[src/rtl/text_scan_if.sv]
// Display-side bundle of the text scan generator: memory address out, ascii in,
// font-ROM address and video timing out, plus the pixel-rate enable.
interface text_scan_if;
  logic        pix_en;
  logic [6:0]  disp_x;
  logic [13:0] disp_y;
  logic [7:0]  ascii;
  logic [11:0] font_addr;
  logic [2:0]  font_col;
  logic        de;
  logic        hsync;
  logic        vsync;
  logic        frame_start;

  // Generator side.
  modport master (
    input  pix_en, ascii,
    output disp_x, disp_y, font_addr, font_col, de, hsync, vsync, frame_start
  );

  // Display memory / video sink side.
  modport slave (
    output pix_en, ascii,
    input  disp_x, disp_y, font_addr, font_col, de, hsync, vsync, frame_start
  );
endinterface

[src/rtl/text_scan_gen.sv]
// 80x30 text-mode scan generator: VGA timing counters, display-memory symbol address,
// and one registered stage producing font-ROM address, pixel column and sync/de.
module text_scan_gen #(
  parameter int H_VIS  = 640,
  parameter int H_FP   = 16,
  parameter int H_SYNC = 96,
  parameter int H_BP   = 48,
  parameter int V_VIS  = 480,
  parameter int V_FP   = 10,
  parameter int V_SYNC = 2,
  parameter int V_BP   = 33
) (
  input logic         clk,
  input logic         resetn,
  text_scan_if.master bus
);

  localparam int H_TOT = H_VIS + H_FP + H_SYNC + H_BP;
  localparam int V_TOT = V_VIS + V_FP + V_SYNC + V_BP;

  localparam logic [9:0] H_LAST   = 10'(H_TOT - 1);
  localparam logic [9:0] V_LAST   = 10'(V_TOT - 1);
  localparam logic [9:0] H_VIS_C  = 10'(H_VIS);
  localparam logic [9:0] V_VIS_C  = 10'(V_VIS);
  localparam logic [9:0] HS_BEG   = 10'(H_VIS + H_FP);
  localparam logic [9:0] HS_END   = 10'(H_VIS + H_FP + H_SYNC);
  localparam logic [9:0] VS_BEG   = 10'(V_VIS + V_FP);
  localparam logic [9:0] VS_END   = 10'(V_VIS + V_FP + V_SYNC);

  // There is no valid/ready pair here: pix_en qualifies every cycle, and all state,
  // counters and output stage alike, advances only on clocks where pix_en is 1.
  logic [9:0]  h_cnt_q, h_cnt_d;
  logic [9:0]  v_cnt_q, v_cnt_d;

  logic [7:0]  ascii_q, ascii_d;
  logic [3:0]  char_row_q;
  logic [2:0]  font_col_q;
  logic        de_q;
  logic        hsync_q, hsync_d;
  logic        vsync_q, vsync_d;
  logic        frame_start_q, frame_start_d;

  logic        vis0;
  logic [13:0] row_ext;

  always_comb begin
    h_cnt_d = h_cnt_q;
    v_cnt_d = v_cnt_q;
    if (bus.pix_en) begin
      if (h_cnt_q == H_LAST) begin
        h_cnt_d = '0;
        v_cnt_d = (v_cnt_q == V_LAST) ? '0 : v_cnt_q + 10'd1;
      end else begin
        h_cnt_d = h_cnt_q + 10'd1;
      end
    end
  end

  // Stage 0: symbol address straight from the counters; row*80 = row*64 + row*16.
  always_comb begin
    vis0    = (h_cnt_q < H_VIS_C) && (v_cnt_q < V_VIS_C);
    row_ext = {9'd0, v_cnt_q[8:4]};
  end

  assign bus.disp_x = vis0 ? h_cnt_q[9:3] : 7'd0;
  assign bus.disp_y = vis0 ? ((row_ext << 6) + (row_ext << 4)) : 14'd0;

  always_comb begin
    ascii_d       = vis0 ? bus.ascii : 8'd0;
    hsync_d       = !((h_cnt_q >= HS_BEG) && (h_cnt_q < HS_END));
    vsync_d       = !((v_cnt_q >= VS_BEG) && (v_cnt_q < VS_END));
    frame_start_d = (h_cnt_q == 10'd0) && (v_cnt_q == 10'd0);
  end

  always_ff @(posedge clk or negedge resetn) begin
    if (!resetn) begin
      h_cnt_q       <= '0;
      v_cnt_q       <= '0;
      ascii_q       <= '0;
      char_row_q    <= '0;
      font_col_q    <= '0;
      de_q          <= 1'b0;
      hsync_q       <= 1'b1;
      vsync_q       <= 1'b1;
      frame_start_q <= 1'b0;
    end else if (bus.pix_en) begin
      h_cnt_q       <= h_cnt_d;
      v_cnt_q       <= v_cnt_d;
      ascii_q       <= ascii_d;
      char_row_q    <= v_cnt_q[3:0];
      font_col_q    <= h_cnt_q[2:0];
      de_q          <= vis0;
      hsync_q       <= hsync_d;
      vsync_q       <= vsync_d;
      frame_start_q <= frame_start_d;
    end
  end

  assign bus.font_addr   = {ascii_q, char_row_q};
  assign bus.font_col    = font_col_q;
  assign bus.de          = de_q;
  assign bus.hsync       = hsync_q;
  assign bus.vsync       = vsync_q;
  assign bus.frame_start = frame_start_q;

endmodule

[src/flat_wrapper.sv]
// flat-port wrapper written by rule: the top's interface ports become plain ports
module text_scan_gen_flat 
#(
  parameter int H_VIS  = 640,
  parameter int H_FP   = 16,
  parameter int H_SYNC = 96,
  parameter int H_BP   = 48,
  parameter int V_VIS  = 480,
  parameter int V_FP   = 10,
  parameter int V_SYNC = 2,
  parameter int V_BP   = 33
)
  (clk, resetn, bus_pix_en, bus_ascii, bus_disp_x, bus_disp_y, bus_font_addr, bus_font_col, bus_de, bus_hsync, bus_vsync, bus_frame_start);
  text_scan_if bus_i ();
  input logic clk;
  input logic resetn;
  input wire logic [$bits(bus_i.pix_en)-1:0] bus_pix_en;
  input wire logic [$bits(bus_i.ascii)-1:0] bus_ascii;
  output wire logic [$bits(bus_i.disp_x)-1:0] bus_disp_x;
  output wire logic [$bits(bus_i.disp_y)-1:0] bus_disp_y;
  output wire logic [$bits(bus_i.font_addr)-1:0] bus_font_addr;
  output wire logic [$bits(bus_i.font_col)-1:0] bus_font_col;
  output wire logic [$bits(bus_i.de)-1:0] bus_de;
  output wire logic [$bits(bus_i.hsync)-1:0] bus_hsync;
  output wire logic [$bits(bus_i.vsync)-1:0] bus_vsync;
  output wire logic [$bits(bus_i.frame_start)-1:0] bus_frame_start;
  assign bus_i.pix_en = bus_pix_en;
  assign bus_i.ascii = bus_ascii;
  assign bus_disp_x = bus_i.disp_x;
  assign bus_disp_y = bus_i.disp_y;
  assign bus_font_addr = bus_i.font_addr;
  assign bus_font_col = bus_i.font_col;
  assign bus_de = bus_i.de;
  assign bus_hsync = bus_i.hsync;
  assign bus_vsync = bus_i.vsync;
  assign bus_frame_start = bus_i.frame_start;
  text_scan_gen #(.H_VIS(H_VIS), .H_FP(H_FP), .H_SYNC(H_SYNC), .H_BP(H_BP), .V_VIS(V_VIS), .V_FP(V_FP), .V_SYNC(V_SYNC), .V_BP(V_BP)) u_core (.clk(clk), .resetn(resetn), .bus(bus_i));
endmodule
[config.mk]
export PLATFORM = sky130hd
export DESIGN_NAME = text_scan_gen_flat
export DESIGN_NICKNAME = d
export VERILOG_FILES = /design/src/rtl/text_scan_if.sv /design/src/rtl/text_scan_gen.sv /design/src/flat_wrapper.sv
export SDC_FILE = /design/constraint.sdc
export NUM_CORES = 1
export LEC_CHECK = 0
export CORE_MARGIN = 2
export CORE_UTILIZATION = 35
export CTS_BUF_LIST = sky130_fd_sc_hd__clkbuf_2 sky130_fd_sc_hd__clkbuf_4 sky130_fd_sc_hd__clkbuf_8
export DETAILED_ROUTE_END_ITERATION = 8
export GPL_TIMING_DRIVEN = 0
export PLACE_DENSITY_LB_ADDON = 0.05
export SLEW_MARGIN = 10
export SYNTH_ARGS = -nofsm -noshare
export SYNTH_HDL_FRONTEND = slang
export SYNTH_SLANG_ARGS = --single-unit
[constraint.sdc]
create_clock -name clk -period 2 [get_ports clk]
set_input_delay 0.6 -clock clk [delete_from_list [all_inputs] [get_ports clk]]
set_output_delay 0.6 -clock clk [all_outputs]
set_load 0.005 [all_outputs]
# Word-level counts from Yosys, hierarchy flattened
# Index checks and enable logic that the tools add are counted.
[totals] reg_bits=39 wordCells=34
[op_classes] n_addsub=3 magnitude_cmp=6 eq_ne=2 n_mux=5 n_reduce_logical=9
[op_table] cell="$add 10x1->10 const B" n=2
[op_table] cell="$eq 10x10->1 const B" n=2
[op_table] cell="$logic_not 10->1" n=2
[op_table] cell="$lt 10x10->1 const B" n=2
[op_table] cell="$lt 10x9->1 const B" n=2
[op_table] cell="$mux 10" n=2
[op_table] cell="$mux 14" n=1
[op_table] cell="$add 11x9->12" n=1
[op_table] cell="$ge 10x10->1 const B" n=1
[op_table] cell="$ge 10x9->1 const B" n=1
[op_table] cell="$mux 8" n=1
[op_table] cell="$mux 7" n=1
[op_table] cell="$logic_and 1x1->1" n=4
[op_table] cell="$logic_not 1->1" n=2
[op_table] cell="$reduce_and 2->1" n=1

# Depth between registers and ports, before layout
[depth] depth_word=3 ltp_mapped=6 ltp_nobuf=6

# Worst setup path after synthesis
# Ideal clock, no wire load.
[synth_timing] kind="register to output" from="register u_core.v_cnt_q[6]" to="output bus_disp_y[10]" arrival_time_ps=1438 t_required_ps=1400 path_slack_ps=-38 stages_incl_launch_ff=7 cell_sequence="dfrtp_1 ha_1 fa_1 a21oi_1 nor2b_1 xnor2_1 nor2_1"
[synth_between] elab_chain_len=3 elab_cells_between_ends=4
[synth_lines] element="start, declared" line="text_scan_gen.sv:33" text="logic [9:0] v_cnt_q, v_cnt_d;"
[synth_lines] element="start signal, assigned" line="text_scan_gen.sv:88" text="v_cnt_q <= v_cnt_d;"
[synth_lines] element="$lt 10x9->1" line="text_scan_gen.sv:61" text="vis0 = (h_cnt_q < H_VIS_C) && (v_cnt_q < V_VIS_C);"
[synth_lines] element="$logic_and 1x1->1" line="text_scan_gen.sv:61"
[synth_lines] element="$mux 14 (*)" line="text_scan_gen.sv:66" text="assign bus.disp_y = vis0 ? ((row_ext << 6) + (row_ext << 4)) : 14'd0;"
[synth_lines] element="end, declared" line="flat_wrapper.sv:20" text="output wire logic [$bits(bus_i.disp_y)-1:0] bus_disp_y;"
# Mark *: on every way between the ends. The rest lies on a longest branch, timed or not.

# Worst setup path in the final report
[layout_timing] from="register u_core.v_cnt_q[6]" to="output bus_disp_y[8]"
# The elaborated chain is that of the path after synthesis.

==> results.yml <==
floorplan:
  core_sq_um: 5890
  pin_count: 51
  die_x_um: 81.9
  dieArea_sq_um: 6710
  die_y_um: 81.9
  initial_core_util_pct: 36.1
  rows: 28
timing:
  fin_ws_ps: -387
  fin_crit_ps: 2390
  setup_viol: 15
  max_freq_ghz: 0.419
  finClkSkew_ps: 1.66
  tightest_slew_ps: 515
  fin_tns_setup_ps: -4900
  hold_slack_ps: 259
  finalCritPeriodShare_pct: 119
  slew_headroom_pct: 65.7
  hold_viol_final: 0
  rsz0062_at_grt: "yes"
  drv_slew: 0
hold_path:
  hold_class: "input port to async pin"
synth:
  ys.flop_type: "dfrtp_1"
  synth_area_leaders: "dfrtp_1 (44%), mux2_2 (4.8%), ha_1 (4.1%)"
  synth_edf_count: 0
  yosysMostFrequentCell: "dfrtp_1"
  synth_top_area_share_pct: 43.6
  synth_cells: 219
  yosysSeqAreaShare_pct: 46.1
  synth_top_cells_by_count: "dfrtp_1 (37), nand2_1 (21), nor2_1 (15), inv_1 (14), nand3_1 (11)"
  synth_seq_cells: 39
  syn_area_sq_um: 2120
  avgSynthCellArea_sq_um: 9.70
  yosys.area.top_type: "dfrtp_1"
  ys_types: 42
  yosysWarnings: 0
  ys_async_sr_fraction_pct: 100
power_and_ir_drop:
  p_clk_share_pct: 32.5
  p_leak_nw: 1.46
  netSwitchingFraction_pct: 26.4
  power.switching_mw: 0.553
  p_int_mw: 1.54
  seq_power_share_pct: 45.6
  p_total_mw: 2.10
  power_frac_comb_pct: 21.9
  p_per_area_nw_per_um2: 666
  vdd_drop_max_mv: 0.466
global_route:
  grt_antenna_before_repair: 0
  grt_pass1_vias: 1778
  grt_use_total_pct: 17.4
  grt_remaining_overflow: 0
  grt_first_pass_wirelength_um: 8750
  grt_max_degree: 23
placed_design:
  place.gp.congestion: 0.764
  hpwlAfterDp_um: 3570
  placed_area_sq_um: 2700
  portBuffers: 44
cts:
  clk_pin_slew_worst_paths_ps: 80
  cts-root-buf: "clkbuf_8"
  cts_max_level: 2
  clock_sinks: 39
  cts_tree: "yes"
  cts_buffers: 5
  cts_buffer_depth: 2
  clock_latency_ps: 290
layout:
  syn2layout_area_growth_pct: 48.4
  diodes: 0
  postLayoutCellArea_sq_um: 3150
  finalNetCount: 315
  layout-drive-gt1-share_pct: 35.7
worst_setup_path:
  critPathRequiredTime_ps: 1400
  rrSetupSlack_ps: 100
  arrival_ps: 1790
  critPathKind: "flip-flop to primary output"
  path_delay_family: "adder cells"
  crit_path_max_fanout: 4
  worst_path_max_delay_cell: "dfrtp_2"
  start_kind: "flip-flop"
  cp_slowest_stage_delay_ps: 460
  end_kind: "primary output"
  crit_chain: "ha_4, fa_2, buf_4, xnor2_1, nor2_2, buf_2"
  critPathBufInv: 2
flow_run:
  cap_viol_max_count: 0
status:
  outcome: "finished, violations left"
  violations: "setup timing"
route:
  via_per_inst: 4.85
  drt-initial-drc-count: 62
  final_antenna_net_count: 0
  drcViolationCount: 0
  num_vias: 1805
  routed_wl_um: 5430
  dr.pass1.iters: 7
  wire_per_inst_um: 14.6
worst reg2reg max path: stages, from the launching register on:
cell and delay, ps:
dfrtp_2 460, buf_4 170, nor4_1 350, nand4b_1 320
nor2b_1 230, mux2_2 250
kinds of logic (layout without fill, tap and decap cells):
group           count (synthesis)  after routing  share of synthesized area (%)
flops                          39             39                           46.1
buf+inv                        30            103                           7.31
simple gates                   91             91                           23.6
xor+xnor                       12             12                           4.95
other cells                     1              6                          0.177
mux                             9              9                           4.77
compound gates                 29             29                           8.07
fa+ha+maj                       8              8                           5.07
cell usage in the layout, fill, tap and decap left out, types with 9 or more instances in the layout:
| master | synthesis | final |
|---|---|---|
| inv_1 | 14 | 14 |
| nand3_1 | 11 | 11 |
| clkdlybuf4s50_1 | 0 | 28 |
| mux2_2 | 9 | 9 |
| buf_6 | 2 | 21 |
| dfrtp_1 | 37 | 32 |
| buf_4 | 7 | 17 |
| and2_4 | 0 | 10 |
| o22ai_1 | 9 | 9 |
| nor2_1 | 15 | 10 |
| nand2_1 | 21 | 20 |
worst paths after layout:
kind	from	end	cells after the start
setup / recovery	u_core.v_cnt_q[6]	bus_disp_y[8]	6
min in group clk	u_core.bus.hsync	u_core.bus.hsync	2
hold / removal	resetn	u_core.ascii_q[2]	1
setup reg to reg	u_core.v_cnt_q[5]	u_core.v_cnt_q[4]	5
max in group asynchronous	resetn	u_core.bus.hsync	2
hold reg to reg	u_core.bus.hsync	u_core.bus.hsync	2
per-stage QoR:
stage / std cells / util, % / setup slack [ps]
4_1_cts: 368 / 50.9 / -385
5_1_grt: 372 / 53.6 / -449
2_1_floorplan: 224 / - / 10.8
6_report: 372 / 53.6 / -387
3_5_place_dp: 344 / 45.9 / -660
3_3_place_gp: 343 / 45.6 / -705
cell type report:
type	instances	area (sq um)
fill	578	2730
multi-input combinational	155	1110
sequential	39	985
timing repair buffer	65	653
buffer	16	136
tap	75	93.8
clock buffer	6	82.6
inverter	14	52.6
clock inverter	2	35.0
routing by layer:
layer  vias up  global-route usage, %  part of all wire (%)
met3         4                   4.73                   7.5
met4         0                   5.33                  0.94
met1       835                   23.0                    46
met2        66                   27.8                    46
li1        900                      -                     -
met5         -                      0                     0
state kept, by name (all words and copies together) (netlist names):
register / cells
u_core.h_cnt_q: 10
u_core.ascii_q: 8
u_core.char_row_q: 4
u_core.v_cnt_q: 10
u_core.bus.frame_start: 1
u_core.bus.de: 1
u_core.bus.vsync: 1
u_core.bus.font_col: 3
u_core.bus.hsync: 1
repair_timing:
item / in CTS / in global routing
setup endpoints to repair: 34 / 20
endpoints found under the hold margin: 0 / 0
gates cloned: 1 / 0
resized for setup: 95 / 31
pin swaps: 11 / 8
buffers inserted: 15 / 4
hold buffers: 0 / 0
power groups by stage:
| stage | clock (mW) | sequential [mW] | combinational, mW |
|---|---|---|---|
| 3_5_place_dp | 0 | 0.964 | 0.425 |
| 2_1_floorplan | 0 | 0.951 | 0.220 |
| 3_3_place_gp | 0 | 0.961 | 0.420 |
| 6_report | 0.683 | 0.956 | 0.459 |
| 5_1_grt | 0.737 | 0.970 | 0.509 |
| 4_1_cts | 0.707 | 0.948 | 0.435 |
Note: power is estimated with default switching activity, not from simulation.
